### src/rtl/exc_commit.sv
// exc_commit: commit-stage exception/ERET sequencer (flush, CP0 update, fetch redirect).
// Optional macro CP0_VECTORED_INT_EN enables Cause.IV interrupt vectoring (offset 0x200).
//
// exc_type encoding (5 bits):
//   0 NoExc  1 Intr  2 TLBM  3 TLBR fetch/load  4 TLBR store  5 TLBI fetch/load
//   6 TLBI store  7 AdEL  8 AdES  9 IBE  10 DBE  11 SysC  12 Bp  13 RI  14 CpU
//   15 Ov  16 Trap  17 ERET  (18..31 reserved, treated as NoExc)
// Revision: 1.0 initial release
`default_nettype none

module exc_commit #(
  parameter logic [31:0] EBASE_RESET = 32'h8000_0000,
  parameter logic [31:0] BOOT_BASE   = 32'hBFC0_0200
) (
  input  logic        clk,
  input  logic        rst,
  input  logic        exc_flag,
  input  logic [4:0]  exc_type,
  input  logic [31:0] exc_baddr,
  input  logic        exc_save,
  input  logic [31:0] pc,
  input  logic        inslot,
  input  logic        status_bev,
  input  logic        cause_iv,
  input  logic        redir_ready,
  output logic        flush,
  output logic        redir_valid,
  output logic [31:0] redir_pc,
  output logic        busy,
  output logic        exl,
  output logic [31:0] epc,
  output logic [31:0] badvaddr,
  output logic [4:0]  exccode,
  output logic        bd,
  output logic        ctx_we
);

  localparam logic [4:0] C_INTR   = 5'd1;
  localparam logic [4:0] C_TLBM   = 5'd2;
  localparam logic [4:0] C_TLBR_L = 5'd3;
  localparam logic [4:0] C_TLBR_S = 5'd4;
  localparam logic [4:0] C_TLBI_L = 5'd5;
  localparam logic [4:0] C_TLBI_S = 5'd6;
  localparam logic [4:0] C_ADEL   = 5'd7;
  localparam logic [4:0] C_ADES   = 5'd8;
  localparam logic [4:0] C_ERET   = 5'd17;

  typedef enum logic [1:0] {S_IDLE = 2'd0, S_FLUSH = 2'd1, S_REDIR = 2'd2} state_t;

  state_t      r_state;
  logic        w_valid;
  logic        w_is_eret;
  logic        w_has_baddr;
  logic        w_vec;
  logic [4:0]  w_code;
  logic [31:0] w_base;
  logic [31:0] w_target;

`ifdef CP0_VECTORED_INT_EN
  assign w_vec = cause_iv;
`else
  logic w_unused_iv;
  assign w_unused_iv = cause_iv;
  assign w_vec       = 1'b0;
`endif

  always_comb begin
    w_valid     = (exc_type != 5'd0) && (exc_type <= C_ERET);
    w_is_eret   = (exc_type == C_ERET);
    w_has_baddr = (exc_type >= C_TLBM) && (exc_type <= C_ADES);
    w_base      = status_bev ? BOOT_BASE : EBASE_RESET;
    case (exc_type)
      C_INTR:             w_code = 5'd0;
      C_TLBM:             w_code = 5'd1;
      C_TLBR_L, C_TLBI_L: w_code = 5'd2;
      C_TLBR_S, C_TLBI_S: w_code = 5'd3;
      C_ADEL:             w_code = 5'd4;
      default:            w_code = exc_type - 5'd3;  // ADES..Trap are contiguous 5..13
    endcase
    // Refill vector depends on EXL before this event updates it.
    if (w_is_eret)
      w_target = epc;
    else if ((exc_type == C_TLBR_L || exc_type == C_TLBR_S) && !exl)
      w_target = w_base;
    else if (exc_type == C_INTR && w_vec)
      w_target = w_base + 32'h200;
    else
      w_target = w_base + 32'h180;
  end

  always_ff @(posedge clk or negedge rst) begin
    if (!rst) begin
      r_state     <= S_IDLE;
      flush       <= 1'b0;
      redir_valid <= 1'b0;
      redir_pc    <= 32'h0;
      busy        <= 1'b0;
      exl         <= 1'b1;
      epc         <= 32'h0;
      badvaddr    <= 32'h0;
      exccode     <= 5'd0;
      bd          <= 1'b0;
      ctx_we      <= 1'b0;
    end else begin
      case (r_state)
        S_IDLE: begin
          if (exc_flag && w_valid) begin
            r_state  <= S_FLUSH;
            flush    <= 1'b1;
            busy     <= 1'b1;
            ctx_we   <= exc_save;
            redir_pc <= w_target;
            if (w_is_eret) begin
              exl <= 1'b0;
            end else begin
              exl     <= 1'b1;
              exccode <= w_code;
              if (!exl) begin
                epc <= inslot ? pc - 32'd4 : pc;
                bd  <= inslot;
              end
              if (w_has_baddr)
                badvaddr <= exc_baddr;
            end
          end
        end
        S_FLUSH: begin
          flush       <= 1'b0;
          ctx_we      <= 1'b0;
          redir_valid <= 1'b1;
          r_state     <= S_REDIR;
        end
        S_REDIR: begin
          if (redir_ready) begin
            redir_valid <= 1'b0;
            busy        <= 1'b0;
            r_state     <= S_IDLE;
          end
        end
        default: r_state <= S_IDLE;
      endcase
    end
  end

endmodule

`default_nettype wire
### config.mk
export PLATFORM = sky130hd
export DESIGN_NAME = exc_commit
export DESIGN_NICKNAME = d
export VERILOG_FILES = /design/src/rtl/exc_commit.sv
export SDC_FILE = /design/constraint.sdc
export NUM_CORES = 1
export LEC_CHECK = 0
export BUFFER_PORTS_ARGS = -buffer_cell sky130_fd_sc_hd__clkbuf_2
export CORE_ASPECT_RATIO = 1.5
export CORE_MARGIN = 2
export CORE_UTILIZATION = 35
export DETAILED_ROUTE_END_ITERATION = 8
export HOLD_SLACK_MARGIN = 0.15
export SETUP_SLACK_MARGIN = 0.4
export SKIP_LAST_GASP = 1
export SLEW_MARGIN = 30
export SYNTH_ARGS = -nofsm -noshare
export SYNTH_HDL_FRONTEND = slang
export SYNTH_SLANG_ARGS = --single-unit
### constraint.sdc
create_clock -name clk -period 2.6 [get_ports clk]
set_clock_uncertainty 0.15 [all_clocks]
set_input_delay 0.39 -clock clk [delete_from_list [all_inputs] [get_ports clk]]
set_output_delay 0.39 -clock clk [all_outputs]
set_load 0.02 [all_outputs]
==> results_dict.tcl, run 1 <==
set metrics [dict create \
    run_status "finished clean" \
    detailed_route_wl_um 16300 \
    dieHeight_um 154.8 \
    cell_with_the_most_instances_on_the_worst_path "sky130_fd_sc_hd__or4_4" \
    dp_hpwl_um 11360 \
    drc 0 \
    drv_cap 0 \
    rows 55 \
    grt_pass1_vias 4783 \
    timing.critical_path.arrival_ns 2.27 \
    worstSkewPairLatency_ns 0.35 \
    final.min_clock_period_ns 2.154 \
    clock_sinks 109 \
    clkTransAtPathRegs_ns 0.07 \
    core_area_sq_mm 0.01493 \
    grt_setup_unrepaired "no" \
    crit_path_top_delay_cell "sky130_fd_sc_hd__or4_4" \
    kind_of_end_point_of_the_critical_path "flop" \
    grt_pass1_wl_um 25790 \
    grt_util_all_layers_pct 20.03 \
    path_cells "clkbuf_2 -> or4_4 -> or4_4 -> or4_1 -> a31oi_1" \
    timing.hold.worst.class "input port to flop" \
    grt_max_degree 39 \
    slew_headroom_pct 51.68 \
    post_synth_mux_area_share_pct 11.75 \
    synthesis.nets 579 \
    report.power.total_uw 6562 \
    power.density_cell_area_mw_per_mm2 888.6 \
    routed-via-count 4859 \
    final_layout_size_suffix_gt1_share_pct 42.66 \
    power_leakage_uw 0.003315 \
    antenna_found_initial 0 \
    largest_family_of_logic_cells_by_synthesized_area "compound AO/OA/AOI/OAI gates" \
    worst_slew_pin_slew_ns 0.7234 \
    num_antenna_cells 0 \
    number_of_pins_exceeding_their_max_slew_limit_in_the_final_report 0 \
    synth-seq-area-share_pct 51.44 \
    post_drt_antenna_nets 0 \
    irDropWorstVdd_v 0.0003173 \
    synthesis.area_per_instance_sq_um 10.67 \
    yosys.area_share.xor_xnor_pct 1.816 \
    starting_density_of_the_core_pct 35.53 \
    grt_overflow_total 0 \
    synth_top_cell_area_share_pct 50.94 \
    cpPeakStageDelay_ns 0.59 \
    ctsHtreeMaxLevel 3 \
    fp.dieW_um 104.5 \
    avgRoutedWirePerCell_um 17.69 \
    postSynthCellCount 497 \
    number_of_setup_violations_in_the_final_report 0 \
    globalplace.congestion 0.8496 \
    period_utilization_post_route_pct 82.85 \
    area.growth.synth_to_final_pct 39.20 \
    io-pin-count 184 \
    critical_path_peak_fanout 7 \
    total_die_area_sq_mm 0.01618 \
    cts-buffers-inserted 9 \
    synth_seq_cells 109 \
    cts_tree "built" \
    finalHoldViolations 0 \
    number_of_warnings_printed_during_yosys_synthesis 0 \
    final_net_count 800 \
    first_iter_violations 247 \
    synthSimpleGateAreaFrac_pct 13.04 \
    worst-setup-path-type "input port to flop" \
    synthDominantAreaCellType "sky130_fd_sc_hd__dfrtp_1" \
    synth.area.top_cells "sky130_fd_sc_hd__dfrtp_1 (51%), sky130_fd_sc_hd__mux2_2 (11%), sky130_fd_sc_hd__o21ai_0 (6.5%), sky130_fd_sc_hd__a31oi_1 (4.5%), sky130_fd_sc_hd__clkbuf_1 (2.3%)" \
    buffer_ports.inserted 182 \
    timing.critical_path.from_type "input port" \
    clock_tree.root_cell "sky130_fd_sc_hd__clkbuf_16" \
    sum_neg_setup_slack_ns 0 \
    max-clock-path-buffers 2 \
    avgViaCountPerCell 5.276 \
    synth-compound-area-share_pct 16.53 \
    first_pass_iters 5 \
    mappedNetlistArea_sq_mm 0.005305 \
    fmax_ghz 0.4642 \
    synth.lib_cells_used.distinct 45 \
    adder_cell_share_of_the_synthesized_area_pct 1.179 \
    critPathRequiredTime_ns 2.71 \
]
-- cells in the mapped netlist --
master / instances
sky130_fd_sc_hd__dfrtp_1: 108
sky130_fd_sc_hd__mux2i_1: 6
sky130_fd_sc_hd__a21o_1: 2
sky130_fd_sc_hd__or3_4: 1
sky130_fd_sc_hd__xnor2_1: 6
sky130_fd_sc_hd__or4_1: 14
sky130_fd_sc_hd__buf_2: 6
sky130_fd_sc_hd__or3_1: 9
sky130_fd_sc_hd__xor2_1: 5
sky130_fd_sc_hd__o41ai_1: 7
sky130_fd_sc_hd__nand2_1: 26
sky130_fd_sc_hd__o21ai_1: 1
sky130_fd_sc_hd__nor2_1: 10
sky130_fd_sc_hd__nor4bb_1: 2
sky130_fd_sc_hd__dfstp_2: 1
sky130_fd_sc_hd__nor3_2: 1
sky130_fd_sc_hd__clkbuf_1: 32
sky130_fd_sc_hd__nor3_1: 9
sky130_fd_sc_hd__nor4b_1: 2
sky130_fd_sc_hd__clkinv_1: 1
sky130_fd_sc_hd__or4b_1: 7
sky130_fd_sc_hd__and3_1: 2
sky130_fd_sc_hd__o2bb2ai_1: 1
sky130_fd_sc_hd__nand3_1: 1
sky130_fd_sc_hd__nand4_1: 1
sky130_fd_sc_hd__a31o_2: 2
sky130_fd_sc_hd__a2111oi_0: 1
sky130_fd_sc_hd__ha_1: 5
sky130_fd_sc_hd__nor2b_1: 3
sky130_fd_sc_hd__nor4_1: 4
sky130_fd_sc_hd__nand2b_1: 6
sky130_fd_sc_hd__inv_1: 13
sky130_fd_sc_hd__o21bai_1: 1
sky130_fd_sc_hd__buf_6: 2
sky130_fd_sc_hd__mux2_2: 50
sky130_fd_sc_hd__o31ai_1: 10
sky130_fd_sc_hd__nor3b_1: 1
sky130_fd_sc_hd__a31oi_1: 38
sky130_fd_sc_hd__nand4bb_1: 2
sky130_fd_sc_hd__a21oi_1: 16
sky130_fd_sc_hd__or3b_2: 1
sky130_fd_sc_hd__or4_4: 3
sky130_fd_sc_hd__or2_2: 7
sky130_fd_sc_hd__a22oi_1: 2
sky130_fd_sc_hd__o21ai_0: 69
-- logic make-up after synthesis --
group                    after synthesis
flip-flops                           109
XOR/XNOR                              11
AO/OA/AOI/OAI                        150
multiplexers                          56
adder cells (fa/ha/maj)                5
buffers and inverters                 54
AND/OR/NAND/NOR                      112
-- sequential cells by signal (all words and copies together), names as in the netlist, 2 cells and up --
signal and count:
badvaddr 32, r_state 2, redir_pc 32, epc 32, exccode 5
-- routing by layer --
layer | GRT usage (%) | wire (um)
met5 | 0 | 0
met4 | 7.143 | 454
met3 | 3.624 | 799
met2 | 36.76 | 8746
met1 | 23.18 | 6297
-- report_power, final --
part           switching, uW  internal [uW]  total [uW]
Clock                    625            849        1470
Sequential               431           2260        2690
Combinational           1470            932        2400
-- worst max-delay path: cells and delay by family --
kind	cells	cell delay [ns]
compound gates	1	0.18
buf+inv	1	0.10
simple gates	3	1.60
-- final cells by class --
type,count,area [sq um]
fillers,1394,7548
clock inverters,6,95.09
multi-input cells,336,2464
clock buffers,9,225.2
flip-flops and latches,109,2729
repair buffers,248,1570
inverters,14,52.55
well taps,199,249.0
-- cells in the final DEF, fill, tap and decap left out, drive strengths merged, types with 2 or more instances in the layout --
master / Yosys / final
clkbuf: 32 / 190
dfrtp: 108 / 108
o21ai: 70 / 70
mux2: 50 / 50
a31oi: 38 / 38
dlygate4sd3: 0 / 36
buf: 8 / 30
nand2: 26 / 26
or4: 17 / 19
a21oi: 16 / 16
inv: 13 / 16
nor2: 10 / 10
o31ai: 10 / 10
nor3: 10 / 10
or3: 10 / 10
or2: 7 / 7
or4b: 7 / 7
o41ai: 7 / 7
mux2i: 6 / 6
xnor2: 6 / 6
nand2b: 6 / 6
xor2: 5 / 5
ha: 5 / 5
nor4: 4 / 4
nor2b: 3 / 3
nor4b: 2 / 2
a21o: 2 / 2
nand4bb: 2 / 2
a22oi: 2 / 2
a31o: 2 / 2
bufinv: 0 / 2
clkinvlp: 0 / 2
nor4bb: 2 / 2
and3: 2 / 2
-- timing repair --
item | in CTS | in global routing
hold buffers | 36 | 0
endpoints found under the setup margin | 17 | 41
resized for setup | 7 | 7
pin swaps | 1 | 1
cloned | 3 | 1
buffers inserted | 2 | 2
hold endpoints to repair | 61 | 0
-- path summary, 6_finish.rpt --
| kind | start | depth (start not counted) | to | slack (ns) |
|---|---|---|---|---|
| setup / recovery | pc[14] | 5 | epc[21] | 0.45 |
| hold / removal | pc[28] | 3 | epc[28] | 0.16 |
| setup reg to reg | r_state[1] | 5 | epc[9] | 0.51 |
| hold reg to reg | flush | 2 | flush | 0.34 |
| max in group asynchronous | rst | 3 | exl | 1.26 |
| min in group asynchronous | rst | 2 | badvaddr[31] | 0.36 |
-- metrics by stage --
step	area, sq um	instances	hold WS [ns]	util, %	setup WS, ns
floorplan	5346	497	-0.05559	-	0.2420
global placement	6566	862	0.1881	43.97	0.03800
detailed placement	6566	862	0.1886	43.97	0.01933
CTS	7337	918	0.1540	49.13	0.3857
global route	7385	921	0.1783	49.45	0.3954
finish	7385	921	0.1647	49.45	0.4459
Power figures use the tool's default switching activity.
==> inputs of run 2 (changes only) <==
==> constraint.sdc (replaced) <==
create_clock -name clk -period 1.9 [get_ports clk]
set_clock_uncertainty 0.15 [all_clocks]
set_input_delay 0.285 -clock clk [delete_from_list [all_inputs] [get_ports clk]]
set_output_delay 0.285 -clock clk [all_outputs]
set_load 0.02 [all_outputs]
==> results_dict.tcl, run 2 (same netlist as run 1, synthesis figures left out) <==
set metrics [dict create \
    run_status "complete, but fails checks" \
    violations "setup timing" \
    final_common_cell "sky130_fd_sc_hd__clkbuf_2" \
    total_die_area_sq_mm 0.01618 \
    drv_cap 0 \
    slew_headroom_pct 67.15 \
    post_drt_antenna_nets 0 \
    layout.cells.most_common_list "sky130_fd_sc_hd__clkbuf_2 (179), sky130_fd_sc_hd__dfrtp_1 (108), sky130_fd_sc_hd__buf_4 (68)" \
    worstSkewPairLatency_ns 0.34 \
    antenna_found_initial 0 \
    critPathRequiredTime_ns 2.01 \
    max-clock-path-buffers 2 \
    area.growth.synth_to_final_pct 72.74 \
    timing.hold.worst.class "input port to flop" \
    timing.critical_path.from_type "input port" \
    io-pin-count 184 \
    layout_setup_ws_ns -0.1745 \
    final_core_util_pct 61.37 \
    detailed_route_wl_um 18410 \
    first_pass_iters 4 \
    finalHoldViolations 0 \
    fmax_ghz 0.4820 \
    cts_tree "built" \
    power.density_cell_area_mw_per_mm2 1063 \
    num_antenna_cells 0 \
    power_leakage_uw 0.004231 \
    biggestRegsByFlops "badvaddr (32), epc (32), redir_pc (32)" \
    period_utilization_post_route_pct 109.2 \
    grt_setup_unrepaired "yes" \
    clkTransAtPathRegs_ns 0.07 \
    crit_path_top_delay_cell "sky130_fd_sc_hd__or4_4" \
    grt_max_degree 43 \
    globalplace.congestion 0.8677 \
    cpPeakStageDelay_ns 0.59 \
    core_area_sq_mm 0.01493 \
    grt_overflow_total 0 \
    finish.instance_area_sq_mm 0.009164 \
    worst-setup-path-type "input port to flop" \
    grt_util_all_layers_pct 22.12 \
    timing.critical_path.buf_inv 1 \
    buffer_ports.inserted 182 \
    worst_slew_pin_slew_ns 0.4927 \
    path_cells "buf_6 -> or4_4 -> or4_4 -> or4_1 -> a31oi_1" \
    first_iter_violations 254 \
    routed-via-count 5365 \
    num-fill-cells 1173 \
    report.power.total_uw 9746 \
    starting_density_of_the_core_pct 35.53 \
    cell_with_the_most_instances_on_the_worst_path "sky130_fd_sc_hd__or4_4" \
    timing.critical_path.arrival_ns 2.19 \
    sum_neg_setup_slack_ns -4.940 \
    ctsHtreeMaxLevel 3 \
    cp.depth 5 \
    worst_hold_path.num_cells 4 \
    final_net_count 892 \
    avgViaCountPerCell 5.296 \
    dieHeight_um 154.8 \
    number_of_pins_exceeding_their_max_slew_limit_in_the_final_report 0 \
    avgRoutedWirePerCell_um 18.17 \
    critical_path_peak_fanout 8 \
    clock_tree.root_cell "sky130_fd_sc_hd__clkbuf_16" \
    final.min_clock_period_ns 2.075 \
    fp.dieW_um 104.5 \
    dp_hpwl_um 11830 \
    number_of_setup_violations_in_the_final_report 81 \
    post_dp_cell_area_sq_mm 0.007333 \
    r2r.worst_path.cells 5 \
    preCtsSetupSlack_ns -0.5666 \
    path_delay_family "simple AND/OR/NAND/NOR gates" \
    final_layout_size_suffix_gt1_share_pct 57.37 \
    rows 55 \
    irDropWorstVdd_v 0.0006451 \
    drc 0 \
    grt_pass1_wl_um 28480 \
    grt_pass1_vias 5559 \
    cts-buffers-inserted 9 \
    clock_sinks 109 \
    kind_of_end_point_of_the_critical_path "flop" \
]
[run 2: power breakdown]
part	switching [uW]	total (uW)	leakage (uW)	internal (uW)
logic	2240	4170	0.00278	1930
clock network	874	1810	0.000131	937
registers	671	3760	0.00132	3090
[run 2: final timing paths]
check,startpoint,endpoint,slack [ns]
max in group asynchronous,rst,redir_pc[0],0.77
min reg2reg,redir_pc[28],redir_pc[28],0.34
min,pc[24],epc[24],0.15
max reg2reg,r_state[0],epc[0],-0.11
min in group asynchronous,rst,badvaddr[6],0.26
max,pc[14],epc[17],-0.17
[run 2: layout make-up]
type | instances | area, sq um | area share [%]
Clock buffer | 10 | 239.0 | 2.608
Clock inverter | 5 | 45.04 | 0.4915
Inverter | 14 | 85.08 | 0.9285
Multi-Input combinational cell | 336 | 3068 | 33.48
Sequential cell | 109 | 2729 | 29.78
Tap cell | 199 | 249.0 | 2.717
Timing Repair Buffer | 340 | 2749 | 30.00
[run 2: metrics by stage]
stage | instances | hold WS [ns]
floorplan | 497 | -0.1606
global placement | 918 | 0.09861
detailed placement | 918 | 0.09733
CTS | 1008 | 0.1546
global route | 1013 | 0.1590
finish | 1013 | 0.1477
[run 2: per-layer routing]
metal / share of wire [%] / GRT usage (%) / vias to the layer above
met5: 0 / 0 / -
met4: 4.5 / 11.13 / 0
met3: 5.0 / 3.582 / 52
met2: 54 / 41.30 / 200
met1: 36 / 23.89 / 2629
li1: - / - / 2484
[run 2: timing repair]
| item | in CTS | in global routing |
|---|---|---|
| endpoints found under the setup margin | 108 | 108 |
| pin swaps | 28 | 27 |
| hold endpoints to repair | 151 | 0 |
| resized for setup | 76 | 51 |
| cloned | 14 | 3 |
| setup buffers | 18 | 2 |
| hold buffers | 43 | 0 |
[run 2: worst register-to-register path: stages (launching register included)]
cell and delay, ns:
sky130_fd_sc_hd__dfrtp_1 0.38, sky130_fd_sc_hd__or3b_4 0.43, sky130_fd_sc_hd__a21oi_4 0.15, sky130_fd_sc_hd__and3_4 0.29
sky130_fd_sc_hd__clkbuf_16 0.19, sky130_fd_sc_hd__mux2_4 0.30
